<file path="config.mk">
export PLATFORM = sky130hd
export DESIGN_NAME = four_bit_serial_subtractor
export DESIGN_NICKNAME = d
export VERILOG_FILES = /design/src/rtl/four_bit_serial_subtractor_pkg.sv /design/src/rtl/fullSubtractor.sv /design/src/rtl/four_bit_serial_subtractor.sv
export SDC_FILE = /design/constraint.sdc
export NUM_CORES = 1
export LEC_CHECK = 0
export BUFFER_PORTS_ARGS = -buffer_cell sky130_fd_sc_hd__buf_2
export CAP_MARGIN = 5
export CORE_ASPECT_RATIO = 1.25
export CORE_MARGIN = 2
export CORE_UTILIZATION = 50
export DETAILED_ROUTE_END_ITERATION = 8
export PLACE_DENSITY = 0.79
export SETUP_SLACK_MARGIN = 0.02
export SLEW_MARGIN = 40
export SYNTH_ARGS = -nofsm -noshare
export SYNTH_HDL_FRONTEND = slang
export SYNTH_SLANG_ARGS = --single-unit
</file>
<file path="constraint.sdc">
create_clock -name clk -period 2 [get_ports clk]
set_input_delay 0.2 -clock clk [delete_from_list [all_inputs] [get_ports clk]]
set_output_delay 0.2 -clock clk [all_outputs]
set_load 0.01 [all_outputs]
</file>
<file path="src/rtl/four_bit_serial_subtractor_pkg.sv">
// four_bit_serial_subtractor_pkg: shared widths and FSM encoding for the bit-serial subtractor
package four_bit_serial_subtractor_pkg;
    localparam int WIDTH = 4;
    localparam int CNT_W = 2;
    localparam logic [CNT_W-1:0] CNT_LAST = CNT_W'(WIDTH - 1);
    typedef enum logic [1:0] {IDLE, SHIFT, DONE} state_t;
endpackage

</file>
<file path="src/rtl/fullSubtractor.sv">
// fullSubtractor: one-bit combinational subtract stage, d = a - b - bin with borrow out
module fullSubtractor (
    input  logic a,
    input  logic b,
    input  logic bin,
    output logic d,
    output logic bout
);
    assign d    = a ^ b ^ bin;
    assign bout = (~a & b) | (~(a ^ b) & bin);
endmodule

</file>
<file path="src/rtl/four_bit_serial_subtractor.sv">
// four_bit_serial_subtractor: computes A - B - Bin one bit per cycle, LSB first, through a single full subtractor
module four_bit_serial_subtractor
    import four_bit_serial_subtractor_pkg::*;
(
    input  logic       clk,
    input  logic       rst,
    input  logic       start,
    input  logic [3:0] A,
    input  logic [3:0] B,
    input  logic       Bin,
    output logic       D0,
    output logic       D1,
    output logic       D2,
    output logic       D3,
    output logic       Bo,
    output logic       busy,
    output logic       done
);
    state_t             state_q, state_d;
    logic [CNT_W-1:0]   cnt_q, cnt_d;
    logic [WIDTH-1:0]   a_q, a_d, b_q, b_d, res_q, res_d, d_q, d_d;
    logic               br_q, br_d, bo_q, bo_d;
    logic               diff, bout;
    fullSubtractor u_fs (
        .a    (a_q[0]),
        .b    (b_q[0]),
        .bin  (br_q),
        .d    (diff),
        .bout (bout)
    );
    always_comb begin
        state_d = state_q;
        cnt_d   = cnt_q;
        a_d     = a_q;
        b_d     = b_q;
        br_d    = br_q;
        res_d   = res_q;
        d_d     = d_q;
        bo_d    = bo_q;
        unique case (state_q)
            IDLE: if (start) begin
                a_d     = A;
                b_d     = B;
                br_d    = Bin;
                cnt_d   = '0;
                state_d = SHIFT;
            end
            SHIFT: begin
                // Difference bits enter from the MSB so the LSB ends up at bit 0 after four shifts
                res_d = {diff, res_q[WIDTH-1:1]};
                a_d   = a_q >> 1;
                b_d   = b_q >> 1;
                br_d  = bout;
                cnt_d = cnt_q + 1'b1;
                if (cnt_q == CNT_LAST) begin
                    d_d     = res_d;
                    bo_d    = bout;
                    state_d = DONE;
                end
            end
            DONE: state_d = IDLE;
            default: state_d = IDLE;
        endcase
    end
    always_ff @(posedge clk or posedge rst) begin
        if (rst) begin
            state_q <= IDLE;
            cnt_q   <= '0;
            a_q     <= '0;
            b_q     <= '0;
            br_q    <= 1'b0;
            res_q   <= '0;
            d_q     <= '0;
            bo_q    <= 1'b0;
        end else begin
            state_q <= state_d;
            cnt_q   <= cnt_d;
            a_q     <= a_d;
            b_q     <= b_d;
            br_q    <= br_d;
            res_q   <= res_d;
            d_q     <= d_d;
            bo_q    <= bo_d;
        end
    end
    assign {D3, D2, D1, D0} = d_q;
    assign Bo   = bo_q;
    assign busy = (state_q == SHIFT);
    assign done = (state_q == DONE);
endmodule
</file>
==> impl_metrics.sql <==
INSERT INTO impl_metrics (metric_group, metric, value, unit) VALUES
('pwr', 'totalPowerFinal', '1.71', 'mW'),
('synth', 'synth-seq-area-share', '54.3', '%'),
('timing', 'worstMarginPinSlew', '0.537', 'ns'),
('layout', 'utilization', '60.7', '%'),
('synth', 'syn_avg_cell_area', '13.6', 'um2'),
('layout', 'layout_common_cells', 'sky130_fd_sc_hd__dfrtp_1, sky130_fd_sc_hd__buf_2, sky130_fd_sc_hd__mux2_2, sky130_fd_sc_hd__inv_1', ''),
('timing', 'final_max_slew_viol_count', '0', ''),
('clocking', 'cts_inserted_buffers', '3', ''),
('layout', 'layout.area.seq', '526', 'um2'),
('timing', 'rsz0062_at_grt', 'no', ''),
('drt', 'post_detailed_route_wirelength_per_cell', '14.2', 'um'),
('die', 'floorplan.die.width', '43.4', 'um'),
('die', 'die-area', '2310', 'um2'),
('layout', 'layout_commonest_cell', 'sky130_fd_sc_hd__dfrtp_1', ''),
('die', 'number_of_placement_rows', '17', ''),
('placement', 'detailed_place_hpwl', '1.14', 'mm'),
('worst_hold_path', 'hold_path.class', 'primary input to register', ''),
('placement', 'dpl-instance-area', '1050', 'um2'),
('timing', 'slew-limit-headroom', '64.2', '%'),
('die', 'floorplan.initialDensity', '54.2', '%'),
('drt', 'drt_iter0_markers', '10', ''),
('pwr', 'power.density_cell_area', '1570', 'nW/um2'),
('clocking', 'cts_post_setup_buffers_inserted', '0', ''),
('critical_path', 'arrival', '1.51', 'ns'),
('layout', 'area_added_between_synthesis_and_finish', '12.0', '%'),
('timing', 'report.final.hold_viol_count', '0', ''),
('critical_path', 'timing.critical_path.cells', 'nand2b_2 -> inv_2 -> buf_2', ''),
('timing', 'timing.clock.skew', '0.00368', 'ns'),
('clocking', 'clock_sink_count', '21', ''),
('timing', 'fin_setup_tns', '0', 'ns'),
('run', 'drv.max_cap_violation_count', '0', ''),
('critical_path', 'setup_crit_end_kind', 'primary output', ''),
('pwr', 'irDropWorstVdd', '0.795', 'mV'),
('timing', 'layout_min_cycle_time', '1.71', 'ns'),
('die', 'die_h', '53.2', 'um'),
('drt', 'vias_per_cell', '5.92', ''),
('critical_path', 'ff2ff_setup_slack', '0.46', 'ns'),
('grt', 'grt_pass1_wl', '2.60', 'mm'),
('synth', 'mappedNetlistArea', '968', 'um2'),
('timing', 'report.final.setup_viol', '0', ''),
('drt', 'detailedRoute.firstPassIterationCount', '5', ''),
('drt', 'antenna_left', '0', ''),
('grt', 'global_route.usage.total', '16.0', '%'),
('layout', 'multiInputGateArea', '378', 'um2'),
('die', 'top_level_pins', '19', ''),
('timing', 'max_freq', '584', 'MHz'),
('timing', 'fin_crit_sh', '85.7', '%'),
('grt', 'first_global_vias', '591', ''),
('critical_path', 'critical-path-slowest-cell', 'sky130_fd_sc_hd__dfrtp_1', ''),
('clocking', 'max-clock-path-buffers', '2', ''),
('drt', 'vias', '645', ''),
('clocking', 'cts_htree_levels', '1', ''),
('drt', 'drt_drc_violations_left', '0', ''),
('layout', 'nFillCells', '167', ''),
('clocking', 'clkSlewWorstSetupHoldPaths', '0.11', 'ns'),
('clocking', 'clock-root-buffer', 'sky130_fd_sc_hd__clkbuf_4', ''),
('layout', 'fin_nets', '105', ''),
('layout', 'fin_area', '1080', 'um2'),
('synth', 'synth.yosys.warnings', '0', ''),
('clocking', 'tritoncts', 'built', ''),
('timing', 'holdWs', '0.245', 'ns'),
('grt', 'grt_max_degree', '22', ''),
('synth', 'netlist_instances', '71', ''),
('grt', 'grt_antenna_before_repair', '0', ''),
('critical_path', 'setup.worst_path.class', 'register to primary output', ''),
('critical_path', 'critical_path.max_fanout', '17', ''),
('drt', 'wl', '1.54', 'mm'),
('layout', 'drive_above_1_share', '41.1', '%'),
('critical_path', 'timing.critical_path.slowest_cell_delay', '0.70', 'ns'),
('grt', 'grt_overflow', '0', ''),
('placement', 'port-buffer-count', '18', ''),
('synth', 'distinct_cells_synth', '26', ''),
('synth', 'synth_fp_nets', '85', ''),
('pwr', 'leakage', '0.528', 'nW'),
('status', 'run_status', 'finished clean', ''),
('critical_path', 'worst-endpoint-required', '1.80', 'ns'),
('layout', 'n_antenna_cell', '0', ''),
('placement', 'gp_congestion', '0.720', ''),
('synth', 'synth-seq-cells', '21', ''),
('critical_path', 'crit_path_start_kind', 'register', ''),
('die', 'core_area', '1790', 'um2'),
('clocking', 'clk_latency', '0.30', 'ns');
flip-flops by register name, summed over array words and instances, names as in the netlist:
name,count
b_q,4
res_q,3
Bo,1
cnt_q,2
state_q,2
a_q,4
d_q,4
br_q,1
synth_stat cells:
master                     number  area share, %
sky130_fd_sc_hd__a22o_1         1           0.90
sky130_fd_sc_hd__o221a_2        3            3.5
sky130_fd_sc_hd__mux2_2         7            8.1
sky130_fd_sc_hd__inv_1          7            2.7
sky130_fd_sc_hd__nor2b_1        1           0.65
sky130_fd_sc_hd__nor4bb_1       2            2.1
sky130_fd_sc_hd__inv_2          1           0.39
sky130_fd_sc_hd__mux2i_1        2            2.1
sky130_fd_sc_hd__dfrtp_1       21             54
sky130_fd_sc_hd__a211o_1        1           0.90
sky130_fd_sc_hd__o21ba_2        1            1.0
sky130_fd_sc_hd__ha_1           1            1.3
sky130_fd_sc_hd__buf_2          1           0.52
sky130_fd_sc_hd__o21bai_4       1            1.9
sky130_fd_sc_hd__a221oi_1       4            3.6
sky130_fd_sc_hd__a21oi_1        1           0.52
sky130_fd_sc_hd__nand3b_1       1           0.78
sky130_fd_sc_hd__nor2_1         1           0.39
sky130_fd_sc_hd__fa_1           1            2.1
sky130_fd_sc_hd__buf_6          2            2.3
sky130_fd_sc_hd__nand2b_2       1           0.90
sky130_fd_sc_hd__a21o_1         1           0.78
sky130_fd_sc_hd__nor3b_1        1           0.78
sky130_fd_sc_hd__buf_4          1           0.78
sky130_fd_sc_hd__or4b_1         3            3.1
sky130_fd_sc_hd__nor4b_1        4            3.6
report_power, final:
group / internal [mW] / switching [mW] / leakage (nW)
combinational: 0.395 / 0.321 / 0.258
clock: 0.0744 / 0.124 / 0.0177
sequential: 0.633 / 0.160 / 0.252
total: 1.10 / 0.605 / 0.528
final cells by class:
| cell class | count | area share [%] |
|---|---|---|
| clock inverters | 1 | 0.461 |
| inverters | 8 | 2.77 |
| flip-flops and latches | 21 | 48.4 |
| multi-input cells | 38 | 34.8 |
| repair buffers | 19 | 9.23 |
| clock buffers | 3 | 2.08 |
| well taps | 19 | 2.19 |
metal layers:
| metal | GRT usage [%] | routed length [um] | up-vias | part of all wire, % |
|---|---|---|---|---|
| met5 | 0 | 0 | - | 0 |
| met4 | 9.09 | 25 | 0 | 1.6 |
| met3 | 2.05 | 69 | 4 | 4.5 |
| met2 | 27.1 | 744 | 20 | 48 |
| met1 | 19.4 | 703 | 321 | 46 |
| li1 | - | - | 300 | - |
worst paths after layout:
check,startpoint,cells past startpoint,end
min,A[2],3,a_q[2]
min reg2reg,b_q[3],1,b_q[3]
min in group asynchronous,rst,3,res_q[1]
max,state_q[0],3,busy
max reg2reg,state_q[0],2,d_q[2]
max in group asynchronous,rst,3,state_q[0]
timing repair:
item                      in CTS  in global routing
hold buffers                   0                  1
gates resized for setup        0                  0
hold endpoints to repair       0                 21
cells by family after synthesis:
family / share of synthesized area [%]
flip-flops: 54.3
AND/OR/NAND/NOR: 12.3
AO/OA/AOI/OAI: 13.2
buffers and inverters: 6.72
multiplexers: 10.2
adder cells (fa/ha/maj): 3.36
critical path, delay by kind of cell (launching register included):
| family | cells | cell delay, ns |
|---|---|---|
| AND/OR/NAND/NOR | 1 | 0.20 |
| flip-flops | 1 | 0.70 |
| buffers and inverters | 2 | 0.32 |
through the flow:
step	std cells	setup WS (ns)
6_report	109	0.287
5_1_grt	109	0.168
4_1_cts	108	0.287
3_5_place_dp	104	0.444
3_3_place_gp	104	0.468
2_1_floorplan	71	0.750
(Power assumes the default switching activity.)
